--- src/rtl/preproc_stream_ctrl.sv ---
// Source select, saturating DC-offset removal and fixed-length AXI-Stream framing for the preprocessing path.
// Optional: define PREPROC_DROP_CNT_EN to add a saturating 32-bit drop_count output.
module preproc_stream_ctrl #(
  parameter int ADC_WIDTH = 14,
  parameter int NUM_SRC   = 4,
  parameter int SRC_SEL_W = 2,
  parameter int OUT_WIDTH = 16,
  parameter int PKT_LEN_W = 16
) (
  input  logic                         clk,
  input  logic                         rst,
  input  logic                         cfg_enable,
  input  logic [SRC_SEL_W-1:0]         cfg_sel_source,
  input  logic [ADC_WIDTH-1:0]         cfg_offset,
  input  logic [PKT_LEN_W-1:0]         cfg_pkt_len,
  input  logic [PKT_LEN_W-1:0]         cfg_num_pkts,
  input  logic                         start,
  input  logic [NUM_SRC*ADC_WIDTH-1:0] src_data,
  input  logic [NUM_SRC-1:0]           src_valid,
  output logic [OUT_WIDTH-1:0]         m_tdata,
  output logic                         m_tvalid,
  input  logic                         m_tready,
  output logic                         m_tlast,
  output logic                         busy,
  output logic                         done,
  output logic                         drop_pulse
`ifdef PREPROC_DROP_CNT_EN
  ,
  output logic [31:0]                  drop_count
`endif
);
  typedef enum logic [1:0] {IDLE, STREAM, DRAIN, DONE} state_t;

  state_t                 state_reg;
  logic [SRC_SEL_W-1:0]   sel_reg;
  logic [ADC_WIDTH-1:0]   offset_reg;
  logic [PKT_LEN_W-1:0]   pkt_len_reg;
  logic [PKT_LEN_W-1:0]   num_pkts_reg;
  logic [PKT_LEN_W-1:0]   beat_cnt_reg;
  logic [PKT_LEN_W-1:0]   pkt_cnt_reg;
  logic [OUT_WIDTH-1:0]   tdata_reg;
  logic                   tvalid_reg;
  logic                   tlast_reg;
  logic                   busy_reg;
  logic                   done_reg;
  logic                   drop_reg;

  logic [ADC_WIDTH-1:0]        src_arr [NUM_SRC];
  logic [ADC_WIDTH-1:0]        sample;
  logic signed [ADC_WIDTH:0]   diff;
  logic signed [ADC_WIDTH-1:0] sat;
  logic [OUT_WIDTH-1:0]        proc_data;

  genvar gi;
  generate
    for (gi = 0; gi < NUM_SRC; gi++) begin : g_src
      assign src_arr[gi] = src_data[gi*ADC_WIDTH +: ADC_WIDTH];
    end
  endgenerate

  assign sample = src_arr[sel_reg];
  assign diff   = $signed({sample[ADC_WIDTH-1], sample}) - $signed({offset_reg[ADC_WIDTH-1], offset_reg});

  // One extra bit of headroom: overflow shows up as the top two bits disagreeing.
  always_comb begin
    sat = diff[ADC_WIDTH-1:0];
    if (diff[ADC_WIDTH] != diff[ADC_WIDTH-1])
      sat = diff[ADC_WIDTH] ? {1'b1, {(ADC_WIDTH-1){1'b0}}} : {1'b0, {(ADC_WIDTH-1){1'b1}}};
  end

  assign proc_data = OUT_WIDTH'(sat);

  logic handshake, is_last, final_pkt, stop_now, accept, load, drop;

  assign handshake = tvalid_reg & m_tready;
  assign is_last   = (beat_cnt_reg == pkt_len_reg - PKT_LEN_W'(1));
  assign final_pkt = (num_pkts_reg != '0) && (pkt_cnt_reg == num_pkts_reg - PKT_LEN_W'(1));
  assign stop_now  = !cfg_enable && (beat_cnt_reg == '0);
  assign accept    = (state_reg == STREAM) && !stop_now && src_valid[sel_reg];
  // A full register only takes a new sample when its beat leaves in the same cycle.
  assign load      = accept && (!tvalid_reg || m_tready);
  assign drop      = accept && tvalid_reg && !m_tready;

  always_ff @(posedge clk) begin
    if (rst) begin
      state_reg    <= IDLE;
      sel_reg      <= '0;
      offset_reg   <= '0;
      pkt_len_reg  <= '0;
      num_pkts_reg <= '0;
      beat_cnt_reg <= '0;
      pkt_cnt_reg  <= '0;
      tdata_reg    <= '0;
      tvalid_reg   <= 1'b0;
      tlast_reg    <= 1'b0;
      busy_reg     <= 1'b0;
      done_reg     <= 1'b0;
      drop_reg     <= 1'b0;
    end else begin
      done_reg <= 1'b0;
      drop_reg <= drop;
      if (load) begin
        tdata_reg  <= proc_data;
        tvalid_reg <= 1'b1;
        tlast_reg  <= is_last;
        if (is_last) begin
          beat_cnt_reg <= '0;
          pkt_cnt_reg  <= pkt_cnt_reg + PKT_LEN_W'(1);
        end else begin
          beat_cnt_reg <= beat_cnt_reg + PKT_LEN_W'(1);
        end
      end else if (handshake) begin
        tvalid_reg <= 1'b0;
        tlast_reg  <= 1'b0;
      end

      case (state_reg)
        IDLE: begin
          if (start && cfg_enable) begin
            sel_reg      <= cfg_sel_source;
            offset_reg   <= cfg_offset;
            pkt_len_reg  <= (cfg_pkt_len == '0) ? PKT_LEN_W'(1) : cfg_pkt_len;
            num_pkts_reg <= cfg_num_pkts;
            beat_cnt_reg <= '0;
            pkt_cnt_reg  <= '0;
            busy_reg     <= 1'b1;
            state_reg    <= STREAM;
          end
        end
        STREAM: begin
          if (stop_now || (load && is_last && final_pkt))
            state_reg <= DRAIN;
        end
        DRAIN: begin
          if (!tvalid_reg || m_tready) begin
            busy_reg  <= 1'b0;
            done_reg  <= 1'b1;
            state_reg <= DONE;
          end
        end
        DONE: state_reg <= IDLE;
        default: state_reg <= IDLE;
      endcase
    end
  end

`ifdef PREPROC_DROP_CNT_EN
  logic [31:0] drop_cnt_reg;

  always_ff @(posedge clk) begin
    if (rst)
      drop_cnt_reg <= '0;
    else if (state_reg == IDLE && start && cfg_enable)
      drop_cnt_reg <= '0;
    else if (drop && drop_cnt_reg != '1)
      drop_cnt_reg <= drop_cnt_reg + 32'd1;
  end

  assign drop_count = drop_cnt_reg;
`endif

  assign m_tdata    = tdata_reg;
  assign m_tvalid   = tvalid_reg;
  assign m_tlast    = tlast_reg;
  assign busy       = busy_reg;
  assign done       = done_reg;
  assign drop_pulse = drop_reg;
endmodule

--- config.mk ---
export PLATFORM = sky130hd
export DESIGN_NAME = preproc_stream_ctrl
export DESIGN_NICKNAME = d
export VERILOG_FILES = /design/src/rtl/preproc_stream_ctrl.sv
export SDC_FILE = /design/constraint.sdc
export NUM_CORES = 1
export LEC_CHECK = 0
export CORE_ASPECT_RATIO = 0.5
export CORE_UTILIZATION = 45
export DETAILED_ROUTE_END_ITERATION = 8
export PLACE_DENSITY = 0.73
export SLEW_MARGIN = 20
export SYNTH_ARGS = -nofsm -noshare
export SYNTH_HDL_FRONTEND = slang
export SYNTH_SLANG_ARGS = --single-unit
--- constraint.sdc ---
create_clock -name clk -period 7.22 [get_ports clk]
set_clock_uncertainty 0.2 [all_clocks]
set_input_delay 1.444 -clock clk [delete_from_list [all_inputs] [get_ports clk]]
set_output_delay 1.444 -clock clk [all_outputs]
set_load 0.005 [all_outputs]
After elaboration in Yosys (flattened, before gate mapping)
Cells that the tools add are included.

word-level totals
  register bits after elaboration = 101
  input bits = 113

cells by class
  $add $sub $neg = 5
  $lt $le $gt $ge = 2
  equal/unequal tests = 9
  multiplexer cells = 27
  bitwise gates (word level) = 3
  reduce and logical (&&, ||, !) cells = 26

operators with widths
  operator               count
  $mux 16                9
  $mux 14                4
  $add 16x1->16 const B  2
  $eq 16x16->1           2
  $logic_not 16->1       2
  $sub 16x1->16 const B  2
  $bmux 14 s2            1
  $reduce_bool 16->1     1
  $sub 14x14->15         1
  $logic_and 1x1->1      10
  $pmux 2 s4             1
  $mux 1                 7
  $mux 2                 3
  $reduce_and 3->1       2
  $eq 2x2->1 const B     2
  $logic_not 1->1        4
  $ne 2x2->1 const B     2
  $reduce_bool 2->1      2
  $ge 3x3->1 const B     1
  $lt 2x3->1 const B     1
  $not 2->3              1
  $bmux 1 s2             1
  $eq 2x1->1 const B     1
  $logic_not 2->1        1
  8 further kinds        9

Logic depth before layout (Yosys ltp)
  depth in word-level cells = 11
  depth in mapped cells = 14
  gate-level depth less buffers = 12

Least setup slack after synthesis
No wires, ideal clock.

  path kind = in2reg
  start = input port src_data[43]
  end = register tdata_reg[2], in the netlist m_tdata[2]
  library setup time = 0.119 ns
  arrival = 4.134 ns
  data required time = 6.901 ns
  path slack = 2.768 ns
  stages on the path = 11
  path through = mux4_2 > ha_1 > nor2b_1 > o31ai_1 > a211oi_1 > nor3b_1 > o21ai_0 > xnor2_1 > clkbuf_1 > a21oi_1 > o221a_2

between the ends
  longest elaborated chain between the ends = 6
  elaborated cells on any way between the ends = 7
  classes of those cells = add/sub: 1; eq/ne: 1; mux: 5

ends and longest elaborated chain
  element                                          RTL line  text
  start, declared                                  18        input logic [NUM_SRC*ADC_WIDTH-1:0] src_data,
  $bmux 14 s2 (*)                                  61        assign sample = src_arr[sel_reg];
  $mux 14 (not written as such) (*) (2 in series)  61
  $sub 14x14->15 (*)                               62        assign diff = $signed({sample[ADC_WIDTH-1], sample}) - $signed({offset_reg[ADC_WIDTH-1], offset_reg});
  $mux 14 or $ne 1x1->1 (tied branches)            68, 67
  $mux 14 (*)                                      67        if (diff[ADC_WIDTH] != diff[ADC_WIDTH-1])
  end signal, assigned                             103       tdata_reg <= proc_data;
  end, declared                                    41        logic [OUT_WIDTH-1:0] tdata_reg;

Every way passes the cells marked *; elsewhere a longest branch is shown, timed or not. The select of a mux whose other input is x is not followed.
A chain may end at the register's enable or synchronous reset.

Worst setup path in the final report
  start = input port src_data[42]
  end = register tdata_reg[4], in the netlist m_tdata[4]

The elaborated chain is that of the path after synthesis.

==> flow_metrics.tcl <==
set metrics [dict create \
    holdBufCountCts 0 \
    core_sq_mm 0.0130 \
    min_path_type "flop to flop" \
    fillers 1171 \
    final_common_cell "clkdlybuf4s50_1" \
    clock_sinks 101 \
    fin_crit_ps 5110 \
    maxSlewViolCount 0 \
    start_util 0.476 \
    power_leakage_nw 2.83 \
    drive_above_1_share 0.0814 \
    worst_ep_arrival_time_ps 5130 \
    reg2reg_from "sel_reg[1]$_SDFFE_PP0P_" \
    netlist_area_sq_mm 0.00620 \
    die_y_um 85.0 \
    rsz0062_at_grt "false" \
    worstSkewPairLatency_ps 350 \
    postCtsSetupBuffers 0 \
    endpoint_kind "flop" \
    clk_path_buf_depth 2 \
    grt_max_degree 45 \
    ys_async_sr_fraction 0 \
    antenna_found_initial 0 \
    tightest_slew_ps 1120 \
    final-seq-area_sq_mm 0.00202 \
    ant_nets 0 \
    insertedDiodeCount 0 \
    groute.usage.overall 0.238 \
    cap_violations 0 \
    cp.required_ps 7240 \
    io_pins 134 \
    synth.distinct_cells 76 \
    cts_tree "done" \
    wl_um 16400 \
    drt-pass1-iter-count 5 \
    syn_area_per_cell_sq_um 8.39 \
    status "complete, no violations" \
    fmax_mhz 196 \
    period_share 0.708 \
    setup_violations 0 \
    vias_per_cell 5.70 \
    syn_nets 877 \
    synth_ff_type "dfxtp_1" \
    vdd_ir_drop_max_mv 0.134 \
    cts.clk_slew.worst_paths_ps 70 \
    grt_pass1_vias 5625 \
    cts_buffers 9 \
    hpwlAfterDp_um 12500 \
    drc 0 \
    drt_first_iter_violations 393 \
    critPathKind "input port to flop" \
    post-route-util 0.611 \
    cts_root_buf "clkbuf_16" \
    multi_input_area_sq_mm 0.00384 \
    startpoint "src_data[42]" \
    htreeDepth 3 \
    dieWidth_um 168 \
    synth_cells 739 \
    power.density_mw_per_mm2 257 \
    ys_seq_area_frac 0.326 \
    placementRows 29 \
    grt.overflow.total 0 \
    synth-edff-count 0 \
    hold_viol_final 0 \
    die_area_sq_mm 0.0143 \
    setup_tns_ps 0 \
    start_kind "input port" \
    ys_seq_elements 101 \
    mostFrequentLayoutCells "133 x clkdlybuf4s50_1, 101 x dfxtp_1, 97 x nand2_1, 72 x a21oi_1, 46 x nor2_1" \
    vias 5803 \
    cp_max_fo 14 \
    area_delta_synth_final_pct 28.4 \
    grt_pass1_wl_um 27300 \
    ctsResizeCount 0 \
    synth_warnings 0 \
    gp_congestion 0.941 \
    hp-start "offset_reg[3]$_SDFFE_PP0P_" \
    nets 981 \
    max_slew_margin 0.252 \
    whs_ps 253 \
    drt-wirelength-per-cell_um 16.2 \
    port_buffers 133 \
]
## path summary, 6_finish.rpt
kind	end	slack [ps]	cells after the start
max	m_tdata[4]$_SDFFE_PP0P_	2110	13
min	offset_reg[3]$_SDFFE_PP0P_	250	2
max reg2reg	m_tdata[4]$_SDFFE_PP0P_	2790	12
min reg2reg	offset_reg[3]$_SDFFE_PP0P_	250	2
## area by class of cell
| class | instances | share of cell area |
|---|---|---|
| sequential | 101 | 0.254 |
| clock inverter | 6 | 0.0168 |
| multi-input combinational | 557 | 0.483 |
| timing repair buffer | 139 | 0.173 |
| inverter | 35 | 0.0165 |
| clock buffer | 10 | 0.0300 |
| tap | 170 | 0.0267 |
## cells in the mapped netlist, drive strengths merged (2+ instances only)
library cell / n / area (sq um)
nor2b: 4 / 25.0
xor2: 36 / 315
nand4: 13 / 87.6
dfxtp: 101 / 2020
o21ai: 35 / 175
nand2: 98 / 370
or3: 5 / 31.3
a21o: 4 / 30.0
nor4b: 4 / 35.0
xnor2: 26 / 228
and4: 2 / 18.8
ha: 24 / 300
a21bo: 2 / 20.0
o31ai: 9 / 67.6
mux2: 2 / 22.5
clkbuf: 35 / 131
mux2i: 3 / 30.0
inv: 34 / 128
a21oi: 72 / 360
nand2b: 3 / 18.8
o21a: 4 / 30.0
nor4: 15 / 121
a211oi: 7 / 52.6
o311ai: 2 / 17.5
mux4: 15 / 338
buf: 11 / 70.1
or3b: 3 / 26.3
and3: 7 / 43.8
nor3b: 2 / 20.0
a22o: 12 / 106
or4: 11 / 90.1
o221a: 13 / 146
nand3b: 6 / 45.0
nor2: 46 / 173
nor3: 16 / 80.1
nand3: 20 / 100
or2: 3 / 18.8
and2: 2 / 12.5
a31oi: 9 / 56.3
## critical path, stage by stage
cell	delay (ps)
clkdlybuf4s50_1	400
mux4_2	470
inv_1	70
ha_1	210
fa_1	220
nor2b_1	70
o31a_1	270
o41a_1	350
a21oi_1	240
a211oi_1	110
o22ai_1	870
maj3_1	320
a211oi_1	70
## metal layers
layer | track usage | up-vias | share of wire
met1 | 0.294 | 2724 | 0.44
met3 | 0.0494 | 28 | 0.059
li1 | - | 2871 | -
met4 | 0.0684 | 0 | 0.015
met5 | 0 | - | 0
met2 | 0.423 | 180 | 0.48
## metrics by stage
step / total power (W) / worst slack (ps) / cell area (sq um) / instances
global route: 0.00217 / 1890 / 7960 / 1018
finish: 0.00204 / 2110 / 7960 / 1018
floorplan: 0.00121 / 2770 / 6200 / 739
detailed placement: 0.00144 / 1790 / 7580 / 1002
CTS: 0.00205 / 2150 / 7960 / 1018
global placement: 0.00143 / 1850 / 7580 / 1002
## power by group
group          internal [W]  total [W]  switching (W)  leakage, nW
Combinational      0.000363   0.000774       0.000411         1.83
Clock              0.000383   0.000598       0.000215        0.183
Sequential         0.000611   0.000670      0.0000584        0.820
Total               0.00136    0.00204       0.000684         2.83
## cell families (layout without fill, tap and decap cells)
| family | Yosys count | count (layout) | synth area share |
|---|---|---|---|
| AND/OR/NAND/NOR | 263 | 263 | 0.217 |
| AO/OA/AOI/OAI | 186 | 186 | 0.199 |
| flip-flops | 101 | 101 | 0.326 |
| buffers and inverters | 81 | 190 | 0.0537 |
| XOR/XNOR | 62 | 62 | 0.0876 |
| adder cells (fa/ha/maj) | 26 | 26 | 0.0533 |
| multiplexers | 20 | 20 | 0.0630 |
Note: power is estimated with default switching activity, not from simulation.
